<file path="src/rtl/uart_tx_mmio.sv">
// -----------------------------------------------------------------------------
// uart_tx_mmio
//   Memory-mapped 8N1 UART transmitter for the RV32I data-memory bus.
//   Stores to TXDATA queue bytes in a small FIFO. A serializer drains the FIFO
//   LSB first onto tx, with no idle gap between back-to-back frames.
//
//   Register window (word-aligned, relative to BASE_ADDR):
//     +0 TXDATA  W: push wdata[7:0]            R: 0
//     +4 STATUS  R: {16'h0, count[7:0], 5'h0, busy, empty, full}
//     +8 DROPS   R: saturating overflow count  W: any write clears it
//
// Ports:
//   clk        system clock, rising edge
//   reset      asynchronous active-low reset
//   mem_write  core store strobe
//   mem_read   core load strobe
//   addr       core data address
//   wdata      core store data (only [7:0] used)
//   hit        address falls on one of the three registers
//   rdata      read data, zero unless mem_read && hit
//   tx         serial output, idle high
//   busy       serializer active or FIFO non-empty
// -----------------------------------------------------------------------------
module uart_tx_mmio #(
  parameter logic [31:0] BASE_ADDR    = 32'h0000_1000,
  parameter int          CLKS_PER_BIT = 16,
  parameter int          FIFO_DEPTH   = 8
) (
  input  logic        clk,
  input  logic        reset,
  input  logic        mem_write,
  input  logic        mem_read,
  input  logic [31:0] addr,
  input  logic [31:0] wdata,
  output logic        hit,
  output logic [31:0] rdata,
  output logic        tx,
  output logic        busy
);

  localparam int PW = $clog2(FIFO_DEPTH);
  localparam int CW = $clog2(FIFO_DEPTH + 1);
  localparam int BW = $clog2(CLKS_PER_BIT);

  localparam logic [31:0]   ADDR_TXDATA = BASE_ADDR;
  localparam logic [31:0]   ADDR_STATUS = BASE_ADDR + 32'd4;
  localparam logic [31:0]   ADDR_DROPS  = BASE_ADDR + 32'd8;
  localparam logic [BW-1:0] BIT_LAST    = BW'(CLKS_PER_BIT - 1);
  localparam logic [CW-1:0] COUNT_FULL  = CW'(FIFO_DEPTH);

  localparam logic [1:0] S_IDLE  = 2'd0;
  localparam logic [1:0] S_START = 2'd1;
  localparam logic [1:0] S_DATA  = 2'd2;
  localparam logic [1:0] S_STOP  = 2'd3;

  // FIFO storage and bookkeeping
  logic [7:0]    r_mem [FIFO_DEPTH];
  logic [PW-1:0] r_wr_ptr;
  logic [PW-1:0] r_rd_ptr;
  logic [CW-1:0] r_count;
  logic [7:0]    r_drops;

  // Serializer
  logic [1:0]    r_state;
  logic [BW-1:0] r_bit_cnt;
  logic [2:0]    r_idx;
  logic [7:0]    r_shift;

  logic        w_full;
  logic        w_empty;
  logic        w_bit_end;
  logic        w_pop;
  logic        w_wr_txdata;
  logic        w_push;
  logic        w_drop;
  logic        w_clr_drops;
  logic [31:0] w_status;
  logic        w_unused;

  assign w_full    = (r_count == COUNT_FULL);
  assign w_empty   = (r_count == '0);
  assign w_bit_end = (r_bit_cnt == BIT_LAST);

  // A pop happens either from IDLE or on the last cycle of a stop bit, so the
  // next frame's start bit follows the stop bit with no gap.
  assign w_pop = !w_empty && ((r_state == S_IDLE) || (r_state == S_STOP && w_bit_end));

  assign w_wr_txdata = mem_write && (addr == ADDR_TXDATA);
  // A full FIFO still accepts a byte when the head leaves in the same cycle.
  assign w_push      = w_wr_txdata && (!w_full || w_pop);
  assign w_drop      = w_wr_txdata && w_full && !w_pop;
  assign w_clr_drops = mem_write && (addr == ADDR_DROPS);

  assign hit  = (addr == ADDR_TXDATA) || (addr == ADDR_STATUS) || (addr == ADDR_DROPS);
  assign busy = (r_state != S_IDLE) || !w_empty;

  assign w_status = {16'h0000, 8'(r_count), 5'b00000, busy, w_empty, w_full};
  assign w_unused = ^wdata[31:8];

  // NOTE: the storage array has no reset; only the pointers and count define
  // which entries are valid, so resetting the data bits buys nothing.
  always_ff @(posedge clk) begin
    if (w_push) begin
      r_mem[r_wr_ptr] <= wdata[7:0];
    end
  end

  // NOTE: all state updates use non-blocking assignments so every register
  // samples the pre-edge values of its neighbours.
  always_ff @(posedge clk or negedge reset) begin
    if (!reset) begin
      r_wr_ptr <= '0;
      r_rd_ptr <= '0;
      r_count  <= '0;
    end else begin
      if (w_push) r_wr_ptr <= r_wr_ptr + PW'(1);
      if (w_pop)  r_rd_ptr <= r_rd_ptr + PW'(1);
      case ({w_push, w_pop})
        2'b10:   r_count <= r_count + CW'(1);
        2'b01:   r_count <= r_count - CW'(1);
        default: r_count <= r_count;
      endcase
    end
  end

  // Clear takes priority over a same-cycle overflow.
  always_ff @(posedge clk or negedge reset) begin
    if (!reset) begin
      r_drops <= '0;
    end else if (w_clr_drops) begin
      r_drops <= '0;
    end else if (w_drop && r_drops != 8'hFF) begin
      r_drops <= r_drops + 8'd1;
    end
  end

  always_ff @(posedge clk or negedge reset) begin
    if (!reset) begin
      r_state   <= S_IDLE;
      r_bit_cnt <= '0;
      r_idx     <= '0;
      r_shift   <= '0;
    end else begin
      case (r_state)
        S_IDLE: begin
          r_bit_cnt <= '0;
          r_idx     <= '0;
          if (w_pop) begin
            r_shift <= r_mem[r_rd_ptr];
            r_state <= S_START;
          end
        end
        S_START: begin
          if (w_bit_end) begin
            r_bit_cnt <= '0;
            r_state   <= S_DATA;
          end else begin
            r_bit_cnt <= r_bit_cnt + BW'(1);
          end
        end
        S_DATA: begin
          if (w_bit_end) begin
            r_bit_cnt <= '0;
            r_shift   <= {1'b0, r_shift[7:1]};
            r_idx     <= r_idx + 3'd1;
            if (r_idx == 3'd7) r_state <= S_STOP;
          end else begin
            r_bit_cnt <= r_bit_cnt + BW'(1);
          end
        end
        default: begin  // S_STOP
          if (w_bit_end) begin
            r_bit_cnt <= '0;
            if (w_pop) begin
              r_shift <= r_mem[r_rd_ptr];
              r_state <= S_START;
            end else begin
              r_state <= S_IDLE;
            end
          end else begin
            r_bit_cnt <= r_bit_cnt + BW'(1);
          end
        end
      endcase
    end
  end

  // tx is decoded from registered state, so reset forces it high at once.
  // NOTE: every combinational output gets a default first, so no path leaves
  // it unassigned and no latch is inferred.
  always_comb begin
    tx = 1'b1;
    case (r_state)
      S_START: tx = 1'b0;
      S_DATA:  tx = r_shift[0];
      default: tx = 1'b1;
    endcase
  end

  always_comb begin
    rdata = '0;
    if (mem_read && hit) begin
      case (addr)
        ADDR_STATUS: rdata = w_status;
        ADDR_DROPS:  rdata = {24'h000000, r_drops};
        default:     rdata = '0;
      endcase
    end
  end

endmodule

</file>
<file path="config.mk">
export PLATFORM = sky130hd
export DESIGN_NAME = uart_tx_mmio
export DESIGN_NICKNAME = d
export VERILOG_FILES = /design/src/rtl/uart_tx_mmio.sv
export SDC_FILE = /design/constraint.sdc
export NUM_CORES = 1
export LEC_CHECK = 0
export ABC_AREA = 1
export BUFFER_PORTS_ARGS = -buffer_cell sky130_fd_sc_hd__buf_2
export CORE_UTILIZATION = 55
export DETAILED_ROUTE_END_ITERATION = 6
export HOLD_SLACK_MARGIN = 0.05
export PLACE_DENSITY = 0.8
export SYNTH_ARGS = -nofsm -noshare
export SYNTH_HDL_FRONTEND = slang
export SYNTH_SLANG_ARGS = --single-unit
</file>
<file path="constraint.sdc">
create_clock -name clk -period 3.1 [get_ports clk]
set_clock_uncertainty 0.15 [all_clocks]
set_input_delay 0.62 -clock clk [delete_from_list [all_inputs] [get_ports clk]]
set_output_delay 0.62 -clock clk [all_outputs]
set_load 0.03 [all_outputs]
</file>
==> run summary <==
## Pwr
* **net load switching power** 573 uW
* **Internal** 1760 uW
* **Max rail drop VDD** 0.311 mV
* **part of the total power dissipated in sequential elements** 60.4%
* **Logic pwr share** 4.0%
* **Leakage Power** 0.00250 uW
* **fraction of power spent switching nets** 24.6%
* **total power divided by cell area** 412 nW/um^2
* **clock network fraction of total power** 35.6%

## Routing
* **number of design-rule violations left by the first detailed-router iteration** 284
* **top routing layer in use** met4
* **routed wire length on met2** 4980 um
* **routed wl met3** 709 um
* **average wire length per cell after detail routing** 13.8 um
* **length of routed wiring on met1** 4200 um
* **total via count in the routed design** 3920
* **Post-Route WL** 10100 um
* **antenna violation net count after detailed routing** 0
* **number of search-and-repair iterations in the first detailed-routing pass** 7
* **Avg Vias per Cell** 5.38
* **DRC errors left** 7

## Finish
* **synthesis-to-finish area growth** 10.7%
* **final net count** 697
* **share of post-route cells with drive strength above 1** 17.7%
* **number of diodes** 0

## Critical path
* **worst setup path category** flip-flop to flip-flop
* **highest cell delay on the worst timing path** 0.42 ns
* **startpoint of the lowest-slack register-to-register path** r_state[0]
* **Worst Setup End Kind** flip-flop
* **worst path cell trace** inv_1, ha_1, inv_2, nand2_1, nand2_1, nand2_1, nand3_4, ha_1, nand2_1, inv_1, nor2_1, nand2_1, o21ai_0, nand3_1, xor2_1
* **WP data arrival** 2.81 ns
* **largest fanout on the critical path** 7
* **critical-path cell with the highest stage delay** sky130_fd_sc_hd__dfrtp_1
* **timing startpoint of the critical path** r_state[0]
* **CP Data Required Time** 3.21 ns
* **CP startpoint kind** flip-flop
* **most prevalent standard cell on the critical path** sky130_fd_sc_hd__nand2_1

## Global route
* **largest net degree at the start of global routing** 41
* **initial antenna violation count** 0
* **vias in the first global route** 3703
* **global-route usage over all layers** 22.4%
* **global-route wire length before repair** 16800 um
* **total congestion overflow** 0

## Die
* **Top Ports** 103
* **overall die width** 98.3 um
* **initial core utilization** 57.6%
* **core box area** 8850 um^2
* **Die Footprint** 9660 um^2
* **overall die height** 98.3 um
* **floorplan row count** 34

## Timing
* **maximum operating frequency** 371 MHz
* **number of setup violations in the final report** 0
* **transition time at the pin with the least slew margin** 0.910 ns
* **final sum of negative setup slack** 0 ns
* **setup repair after global routing missed its margin** no
* **count of final max-slew check failures** 0
* **Hold Vio Cnt, Final** 0
* **Hold Slack** 0.168 ns
* **final period utilization** 87.0%
* **fin crit period** 2.70 ns
* **headroom to the max-slew limit** 39.3%

## Clocking
* **TritonCTS Buffers** 9
* **post-cts resize count** 0
* **CTS tree** built
* **CTS Root Cell** sky130_fd_sc_hd__clkbuf_8
* **maximum root-to-sink buffer count** 2
* **deepest level of the CTS H-tree** 3
* **setup fix buffers added after clock tree synthesis** 0
* **count of clock tree sinks** 99
* **register clock-pin slew on the reported worst setup and hold paths** 0.10 ns
* **count of hold-fix buffers inserted at cts** 0
* **Skew-Pair Late Insertion Delay** 0.38 ns

## Synth
* **number of enable-type register cells in the synthesized netlist** 64
* **top area cells in the synthesized netlist** sky130_fd_sc_hd__edfxtp_1 (38%), sky130_fd_sc_hd__dfrtp_1 (17%), sky130_fd_sc_hd__nand2_1 (9.1%)
* **proportion of netlist area held by the largest area contributor** 37.7%
* **most repeated cell in the gate-level netlist after synthesis** sky130_fd_sc_hd__nand2_1
* **post-synth top area cell** sky130_fd_sc_hd__edfxtp_1
* **number of instances in the synthesized netlist** 553
* **Post-synth ARST share** 35.4%
* **top flip-flop cell by instance count after synthesis** sky130_fd_sc_hd__edfxtp_1
* **count of synthesis-stage warnings from yosys** 0
* **Seq cells post-synth** 99
* **fraction of the yosys area taken by sequential cells** 54.9%
* **mapped cell area** 5100 um^2
* **post-synthesis average cell area** 9.22 um^2
* **top cells by count, synth** sky130_fd_sc_hd__nand2_1 (124), sky130_fd_sc_hd__nor2_1 (76), sky130_fd_sc_hd__edfxtp_1 (64), sky130_fd_sc_hd__inv_1 (47), sky130_fd_sc_hd__nand3_1 (39)
* **number of different library cells in the post-synthesis netlist** 34

## Placed design
* **DPL Wire Length** 6970 um
* **Port-buffer cells** 58
* **final weighted congestion in routability-driven placement** 0.867

## Flow run
* **total of max-cap violations** 0

## Hold path
* **kind of path behind the tightest hold check** primary input to asynchronous set/reset pin

## Run status
* **outcome** finished, violations left
* **violations in the final reports** DRC

sequential cells by signal, indices dropped and copies added, names as in the netlist:
name	flops
r_wr_ptr	3
r_rd_ptr	3
r_idx	3
r_state	2
r_count	4
r_bit_cnt	4
r_drops	8
r_mem	64
r_shift	8
path summary, 6_finish.rpt:
check / end / slack [ns] / cells past startpoint
setup / recovery: r_count[3] / 0.40 / 15
hold / removal: r_bit_cnt[3] / 0.17 / 1
setup reg to reg: r_count[3] / 0.40 / 15
hold reg to reg: r_bit_cnt[0] / 0.33 / 1
max in group asynchronous: r_shift[0] / 2.14 / 1
min in group clk: r_bit_cnt[0] / 0.33 / 1
per-stage QoR:
step | setup WS [ns] | instance area (um^2) | total power [uW] | cells | util [%]
global placement | 0.454 | 5440 | 1530 | 713 | 61.5
detailed placement | 0.220 | 5440 | 1530 | 713 | 61.5
global route | 0.193 | 5650 | 2400 | 729 | 63.8
finish | 0.402 | 5650 | 2330 | 729 | 63.8
CTS | 0.407 | 5650 | 2340 | 729 | 63.8
floorplan | 0.406 | 5170 | 1500 | 572 | -
layout by cell type (no fill, tap or decap):
cell type,netlist,final
sky130_fd_sc_hd__xnor2_1,5,5
sky130_fd_sc_hd__clkinv_1,2,2
sky130_fd_sc_hd__clkinv_4,0,1
sky130_fd_sc_hd__nand2_1,124,124
sky130_fd_sc_hd__clkbuf_8,0,9
sky130_fd_sc_hd__clkinv_2,1,1
sky130_fd_sc_hd__inv_1,47,47
sky130_fd_sc_hd__o211ai_1,2,2
sky130_fd_sc_hd__inv_2,3,3
sky130_fd_sc_hd__nand3_1,39,39
sky130_fd_sc_hd__buf_2,11,58
sky130_fd_sc_hd__inv_6,0,1
sky130_fd_sc_hd__nor2_4,2,2
sky130_fd_sc_hd__nand4_1,2,2
sky130_fd_sc_hd__conb_1,1,20
sky130_fd_sc_hd__clkinv_8,0,2
sky130_fd_sc_hd__xor2_1,8,8
sky130_fd_sc_hd__nand2_4,4,4
sky130_fd_sc_hd__ha_1,13,13
sky130_fd_sc_hd__nor3_1,10,10
sky130_fd_sc_hd__o21ai_1,1,1
sky130_fd_sc_hd__buf_4,21,10
sky130_fd_sc_hd__nor2_1,76,76
sky130_fd_sc_hd__o22ai_1,7,7
sky130_fd_sc_hd__o21ai_0,37,37
sky130_fd_sc_hd__edfxtp_1,64,64
sky130_fd_sc_hd__a21boi_0,4,4
sky130_fd_sc_hd__inv_8,0,3
sky130_fd_sc_hd__nand3_4,4,4
sky130_fd_sc_hd__o2111ai_1,1,1
sky130_fd_sc_hd__nand3_2,2,2
sky130_fd_sc_hd__nand2_2,5,5
sky130_fd_sc_hd__nor2_2,5,5
sky130_fd_sc_hd__o31ai_1,1,1
sky130_fd_sc_hd__a21oi_1,13,13
sky130_fd_sc_hd__dfrtp_1,35,35
cells by family after synthesis:
| group | share of synthesized area (%) |
|---|---|
| flops | 54.9 |
| xor+xnor | 2.23 |
| simple gates | 24.1 |
| other cells | 0.0735 |
| fa+ha+maj | 3.19 |
| buf+inv | 8.47 |
| compound gates | 7.07 |
final cells by class:
class,count,area [um^2]
Timing Repair Buffer,68,365
Fill cell,722,3200
Tap cell,108,135
Clock inverter,7,83.8
Sequential cell,99,2800
Inverter,53,200
Multi-Input combinational cell,385,1940
Clock buffer,9,124
critical path: cells and delay by family, from the launching register on:
| family | cells | cell delay (ns) |
|---|---|---|
| xor+xnor | 1 | 0.16 |
| simple gates | 8 | 0.99 |
| buf+inv | 3 | 0.21 |
| compound gates | 1 | 0.19 |
| flops | 1 | 0.42 |
| fa+ha+maj | 2 | 0.46 |
per-layer routing:
| layer | up-vias | GRT usage (%) |
|---|---|---|
| met1 | 1826 | 28.0 |
| met4 | 0 | 8.50 |
| met5 | - | 0 |
| met3 | 23 | 5.58 |
| met2 | 162 | 37.9 |
| li1 | 1909 | - |
power by group through the flow:
stage | registers [uW] | clock network (uW) | logic [uW]
floorplan | 1440 | 0 | 64.3
global placement | 1430 | 0 | 90.3
detailed placement | 1430 | 0 | 93.1
CTS | 1410 | 843 | 93.1
global route | 1410 | 892 | 103
finish | 1410 | 830 | 92.5
Power figures use the tool's default switching activity.
